<file path="src/rtl/instr_mem_loadable.sv">
// ---------------------------------------------------------------------------
// instr_mem_loadable
//   Instruction memory with a byte-serial program loader. In RUN it serves
//   fetches with one cycle of latency; a load_start switches to LOAD, where
//   little-endian bytes are packed into words and written sequentially from
//   word 0. The final byte (load_last) zero-pads and commits its word, then a
//   one-cycle FLUSH state pulses load_done and returns to RUN.
//
// Ports
//   clk, reset_n      clock, asynchronous active-low reset
//   a, req            fetch byte address and request
//   rd, rd_valid      fetched word and its valid flag (one cycle after req)
//   misaligned        response came from an address with a[1:0] != 0
//   load_start        begin a program load (honoured in RUN only)
//   load_byte/valid   program byte stream, little-endian within a word
//   load_last         marks the final byte of the image
//   load_ready        high while in LOAD
//   load_done         one-cycle pulse during FLUSH
//   load_ovf          sticky: image exceeded DEPTH words
// ---------------------------------------------------------------------------
module instr_mem_loadable #(
    parameter int unsigned XLEN  = 32,
    parameter int unsigned DEPTH = 64
) (
    input  logic            clk,
    input  logic            reset_n,
    input  logic [XLEN-1:0] a,
    input  logic            req,
    output logic [XLEN-1:0] rd,
    output logic            rd_valid,
    output logic            misaligned,
    input  logic            load_start,
    input  logic [7:0]      load_byte,
    input  logic            load_valid,
    input  logic            load_last,
    output logic            load_ready,
    output logic            load_done,
    output logic            load_ovf
);

    localparam int unsigned IW = $clog2(DEPTH);

    typedef enum logic [1:0] {
        RUN   = 2'd0,
        LOAD  = 2'd1,
        FLUSH = 2'd2
    } state_t;

    state_t          state;
    logic [XLEN-1:0] mem [DEPTH];

    // ptr has one extra bit so it can reach DEPTH, which marks "memory full".
    logic [IW:0]     ptr;
    logic [1:0]      byte_cnt;
    logic [XLEN-1:0] asm_word;

    logic            accept;
    logic            word_done;
    logic [XLEN-1:0] word_next;
    logic [IW-1:0]   idx;
    logic            out_of_range;

    always_comb begin
        accept       = (state == LOAD) && load_valid;
        // Bytes not yet received are still zero in asm_word, which gives
        // the zero padding of a short final word for free.
        word_next    = asm_word | (XLEN'(load_byte) << {byte_cnt, 3'b000});
        word_done    = accept && ((byte_cnt == 2'd3) || load_last);
        idx          = a[IW+1:2];
        out_of_range = (a >> (IW + 2)) != '0;
    end

    // Storage has no reset so that words survive a mid-load reset.
    always_ff @(posedge clk) begin
        if (word_done && !ptr[IW]) begin
            mem[ptr[IW-1:0]] <= word_next;
        end
    end

    always_ff @(posedge clk or negedge reset_n) begin
        if (!reset_n) begin
            state      <= RUN;
            rd         <= '0;
            rd_valid   <= 1'b0;
            misaligned <= 1'b0;
            load_ready <= 1'b0;
            load_done  <= 1'b0;
            load_ovf   <= 1'b0;
            ptr        <= '0;
            byte_cnt   <= '0;
            asm_word   <= '0;
        end else begin
            rd_valid   <= 1'b0;
            misaligned <= 1'b0;
            load_done  <= 1'b0;
            case (state)
                RUN: begin
                    if (load_start) begin
                        // A req in the same cycle is deliberately dropped.
                        state      <= LOAD;
                        load_ready <= 1'b1;
                        ptr        <= '0;
                        byte_cnt   <= '0;
                        asm_word   <= '0;
                        load_ovf   <= 1'b0;
                    end else if (req) begin
                        rd_valid <= 1'b1;
                        if (a[1:0] != 2'b00) begin
                            rd         <= '0;
                            misaligned <= 1'b1;
                        end else if (out_of_range) begin
                            rd <= '0;
                        end else begin
                            rd <= mem[idx];
                        end
                    end
                end
                LOAD: begin
                    if (accept) begin
                        if (word_done) begin
                            byte_cnt <= '0;
                            asm_word <= '0;
                            if (ptr[IW]) begin
                                load_ovf <= 1'b1;
                            end else begin
                                ptr <= ptr + (IW + 1)'(1);
                            end
                        end else begin
                            byte_cnt <= byte_cnt + 2'd1;
                            asm_word <= word_next;
                        end
                        if (load_last) begin
                            state      <= FLUSH;
                            load_ready <= 1'b0;
                            load_done  <= 1'b1;
                        end
                    end
                end
                FLUSH: begin
                    state <= RUN;
                end
                default: begin
                    state <= RUN;
                end
            endcase
        end
    end

endmodule

</file>
<file path="config.mk">
export PLATFORM = sky130hd
export DESIGN_NAME = instr_mem_loadable
export DESIGN_NICKNAME = d
export VERILOG_FILES = /design/src/rtl/instr_mem_loadable.sv
export SDC_FILE = /design/constraint.sdc
export NUM_CORES = 2
export LEC_CHECK = 0
export CELL_PAD_IN_SITES_DETAIL_PLACEMENT = 1
export CELL_PAD_IN_SITES_GLOBAL_PLACEMENT = 2
export CORE_MARGIN = 2
export CORE_UTILIZATION = 50
export CTS_CLUSTER_SIZE = 40
export DETAILED_ROUTE_END_ITERATION = 10
export PLACE_DENSITY_LB_ADDON = 0.1
export SLEW_MARGIN = 20
export SYNTH_ARGS = -nofsm -noshare
export SYNTH_HDL_FRONTEND = slang
export SYNTH_SLANG_ARGS = --single-unit
</file>
<file path="constraint.sdc">
create_clock -name clk -period 4.09 [get_ports clk]
set_input_delay 0.818 -clock clk [delete_from_list [all_inputs] [get_ports clk]]
set_output_delay 0.818 -clock clk [all_outputs]
set_load 0.01 [all_outputs]
</file>
-- After elaboration in Yosys (flattened, before gate mapping)
Memories as Yosys holds them, arrays and structs flattened.
Index checks and enable logic that the tools add are counted.
- eq/ne operators: 8
- bitwise gates (word level): 2
- add/subtract/negate cells: 2
- muxes and demuxes: 40
- shifts and indexed selects: 1
- multipliers: 0
- $lt $le $gt $ge: 0
- divide/modulo/power cells: 0
- reductions and logical operators: 16
- operator list (cell ; number):
    $mux 32 ; 5
    $pmux 32 s2 ; 1
    $or 32x32->32 ; 1
    $reduce_bool 32->1 ; 1
    $shl 8x5->32 ; 1
    $mux 7 ; 4
    $mux 1 ; 19
    $pmux 7 s2 ; 1
    $mux 2 ; 6
    $ne 2x2->1 const B ; 6
    $reduce_and 5->1 ; 2
    $reduce_and 3->1 ; 3
    $pmux 2 s2 ; 2
    $reduce_and 4->1 ; 2
    $add 7x1->7 const B ; 1
    $pmux 1 s2 ; 2
    $reduce_bool 2->1 ; 2
    $logic_and 1x1->1 ; 3
    $add 2x1->2 const B ; 1
    $eq 2x1->1 const B ; 1
    $eq 2x2->1 const B ; 1
    $logic_not 2->1 ; 1
    $logic_not 1->1 ; 1
    $logic_or 1x1->1 ; 1
    $not 1->1 ; 1
- memories kept: 1
- input bits: 46
- ROM bits: 0
- output and inout port bits: 37
- RAM bits: 2048
- flip-flop bits (word level): 80
- latch bits: 0
- word-level logic and storage cells: 81
- memory list (memory ; words ; width ; read ports ; clocked after memory_dff ; write ports ; line ; source):
    mem ; 64 ; 32 ; 1 ; 0 ; 1 ; 50 ; logic [XLEN-1:0] mem [DEPTH];

-- Logic depth before layout (Yosys ltp)
- depth after elaboration: 6
- gate-level depth with buffers: 11
- gate-level depth less buffers: 6

-- Least setup slack after synthesis
No wires, ideal clock.
- path kind: input to register
- start point: in load_last
- end point: mem mem[63][0] (enable)
- arrival time: 3092 ps
- library setup time: 421 ps
- path slack: 577 ps
- stages on the path: 4
- data required time: 3669 ps
- buffers on the path: 0
- path through: o21ai_0 > nor4_1 > nand3_1 > nor2_1
- cells in the longest elaborated chain, start to end: 5
- ends and longest elaborated chain (item ; line ; source):
    start: declaration ; 35 ; input logic load_last,
    $logic_or 1x1->1 ; 68 ; word_done = accept && ((byte_cnt == 2'd3) || load_last);
    $logic_and 1x1->1 ; 68 ;
    $logic_and 1x1->1 ; 75 ; if (word_done && !ptr[IW]) begin
    $mux 1 ; 75 ;
    $mux 1 (not written as such) ; 76 ; mem[ptr[IW-1:0]] <= word_next;
    end: declaration ; 50 ;
Every way passes these cells.

-- Final worst setup path
- start point: reg state[0]
- end point: reg rd[3]
- cells in the longest elaborated chain, start to end: 2
- ends and longest elaborated chain (item ; line ; source):
    start: declaration ; 49 ; state_t state;
    start signal: assignment ; 82 ; state <= RUN;
    start signal: assignment ; 100 ; state <= LOAD;
    start signal: assignment ; 133 ; state <= FLUSH;
    $logic_not 2->1 ; 96 ; case (state)
    $reduce_and 3->1 (no line) ; n/a ;
    end signal: assignment ; 114 ; rd <= mem[idx];
    end: declaration ; 29 ; output logic [XLEN-1:0] rd,
Every way passes these cells.
A chain may end at the register's enable or synchronous reset.

==> impl_results.md <==
- Status: finished clean
- Worst Hold Class: input port to async pin
- Initial drt markers: around 4600
- Via count: 40700
- Final #Nets: 4156
- Global route total overflow: 0
- Max-Slew Margin vs Limit: a little over a quarter
- # fillers: about 14000
- H-tree depth: 4
- Worst Path Arrival: around 3800 ps
- PortBufs: 82
- Row count: 148
- Die W: between 400 and 500 microns
- Post-DP HPWL: 133000 microns
- Global-route wire length before repair: 327000 microns
- Number of hold buffers added after cts: 0
- CTS tree: built
- Synth unique cells: 70
- Worst-Margin Slew: 1100 ps
- Max capacitance violation total: 0
- I/O pin count: 83
- Skew final: approximately 33 ps
- Antenna violations before repair: 2
- Delay of the slowest critical-path stage: 670 ps
- #FFs+latches synth: 2128
- DRT Pass-1 Iters: 5
- CTS resizes: 0
- Drt drc: 0
- Inst Count DP: about 6100
- P_sw: 0.0130 W
- Synth area leaders: edfxtp_1, mux4_2, dfrtp_1
- Synth top area share: 75.3%
- Reg clk slew, reported paths: 60 ps
- Final Non-Filler Cells: 6464
- Clock buffer depth: 3
- Sink Count: 2128
- Worst path cell trace: or4b_4, clkinv_2, nand4_4, nor3_2, buf_4, a21boi_0, a2111o_1
- Max VDD drop: 0.496 mV
- RR Startpoint: state[0]
- CTS Buf Count: ~210
- Tmin final: 3010 ps
- Gr usage total: 27.7%
- CP Class: flip-flop to flip-flop
- Syn Std Cell Area: 81700 sq um
- Ratio of cells with drive above 1 in the final layout: 27.5%
- Placer Congestion: 0.823
- Initial core utilization: between 50% and 60%
- Syn Inst Count: 3789
- R2R Setup Slk: ~1100 ps
- Fin. Hold Viols: 0
- Die Area: 167000 sq um
- Worst skew pair latency: between 800 and 900 ps
- Syn. warnings: 0
- Register area share after synthesis: 77.7%
- Synthesized area per cell: around 22 sq um
- Crit path launch: state[0]
- Total Wirelength: 228000 microns
- Chip height: 408 microns
- Yosys top cell by area: edfxtp_1
- Final setup fails: 0
- Fmax: 333 MHz
- Vias in the first global route: roughly 44000
- Synth Net Count: 3837
- Flop pwr share: 52.3%
- Setup TNS: 0 ps
- Tcrit/Tclk final: 73.5%
- Final hold slack: 114 ps
- Largest net degree at the start of global routing: 73
- Main flop type after synthesis: edfxtp_1
- Syn-to-layout area delta: 15.4%
- Clock power frac: 36.4%
- Logic gate share of total power: 11.3%
- Routed Antenna Nets: 0
- Leak pwr: 30.8 nW
- Placeable Area: between 150000 and 200000 sq um
- Count leader, synth: edfxtp_1
- PwrDens: approximately 550 nW/um^2
- Post-synth EDFFs: 2048
- Pint: between 0.03 and 0.04 W
- Switching Share: 24.9%
- Postcts setup bufs: 0
- Slew Limit Fails: 0
- Routed WL per cell: between 30 and 40 microns
- Post-DR vias/cell: 6.30
- WP data required: 4870 ps
- Worst setup SP type: flip-flop
- Post-synth ARST share: ~3.8%
- Clk root buf: clkbuf_16
- Crit. End Element: flip-flop
- CP max FO: 13
- Slowest stage cell, crit path: a21boi_0
- Commonest cells post-synth: edfxtp_1, mux4_2, nand2_1, nor2_1, mux2i_1
- RSZ-0062 raised after global routing: no
==> worst paths after layout <==
path | end | cells past startpoint
min in group clk | asm_word[28] | 2
hold / removal | load_done | 1
hold reg to reg | asm_word[28] | 2
max in group asynchronous | asm_word[7] | 2
setup / recovery | rd[3] | 7
setup reg to reg | rd[3] | 7
==> critical path: cells and delay by family (launching register included) <==
family | cells | cell delay (ps)
and+or+nand+nor | 3 | 1150
buffers and inverters | 2 | 430
DFF | 1 | 470
AOI/OAI and AO/OA | 2 | 880
==> layer usage <==
metal | GRT usage [%] | vias up | wire length [microns]
met5 | 0 | - | 0
met4 | 8.73 | 0 | 6720
met3 | 3.56 | 308 | 12900
met2 | 45.9 | 1446 | 114000
met1 | 38.8 | 22400 | 94300
li1 | - | 16500 | -
==> logic make-up after synthesis <==
kind of cell | synth area share, %
simple gates | 2.72
mux | 15.2
buf+inv | 1.35
xor+xnor | 0.0536
compound gates | 2.88
fa+ha+maj | 0.0306
flops | 77.7
==> cell type report <==
type	instances	area, sq um	area share [%]
sequential	2128	63500	67.4
timing repair buffer	316	3460	3.68
antenna	1	2.50	0.00266
clock buffer	270	5720	6.07
clock inverter	125	1050	1.12
inverter	11	45.0	0.0478
tap	2175	2720	2.89
multi-input combinational	1438	17700	18.8
==> through the flow <==
stage          setup WS (ps)  power (W)  util [%]  area, sq um
5_1_grt                  935     0.0537      58.0        94200
3_3_place_gp             321     0.0332      53.7        87400
2_1_floorplan            577     0.0308         -        81700
6_report                1080     0.0523      58.0        94200
3_5_place_dp             269     0.0337      53.7        87400
4_1_cts                 1020     0.0525      57.9        94200
==> sequential cells by signal, summed over array words and instances (netlist names) <==
| register | flops |
|---|---|
| ptr | 7 |
| state | 2 |
| misaligned | 1 |
| rd | 32 |
| load_done | 1 |
| load_ovf | 1 |
| asm_word | 32 |
| byte_cnt | 2 |
| load_ready | 1 |
| mem | 2048 |
| rd_valid | 1 |
==> cell usage in the layout, fill, tap and decap left out, drive strengths merged, types with 8 or more instances in the layout <==
cell type / count
a22oi: 88
clkbuf: 270
a21o: 33
and2: 8
mux2i: 119
o21ai: 21
clkdlybuf4s50: 76
bufinv: 15
nand3: 79
o2111ai: 15
o22ai: 12
nor4: 13
dfrtp: 80
mux2: 9
buf: 240
nand2b: 11
a21oi: 49
nand4: 10
nor2b: 10
clkinvlp: 8
inv: 19
a221oi: 23
and3: 12
nor2: 134
nand2: 188
a22o: 14
edfxtp: 2048
clkinv: 94
mux4: 495
==> power by group through the flow <==
| stage | clock (W) | sequential (W) | combinational (W) |
|---|---|---|---|
| 2_1_floorplan | 0 | 0.0278 | 0.00301 |
| 3_3_place_gp | 0 | 0.0278 | 0.00543 |
| 3_5_place_dp | 0 | 0.0278 | 0.00585 |
| 4_1_cts | 0.0193 | 0.0274 | 0.00584 |
| 5_1_grt | 0.0200 | 0.0274 | 0.00633 |
| 6_report | 0.0191 | 0.0273 | 0.00591 |
Note: power is estimated with default switching activity, not from simulation.
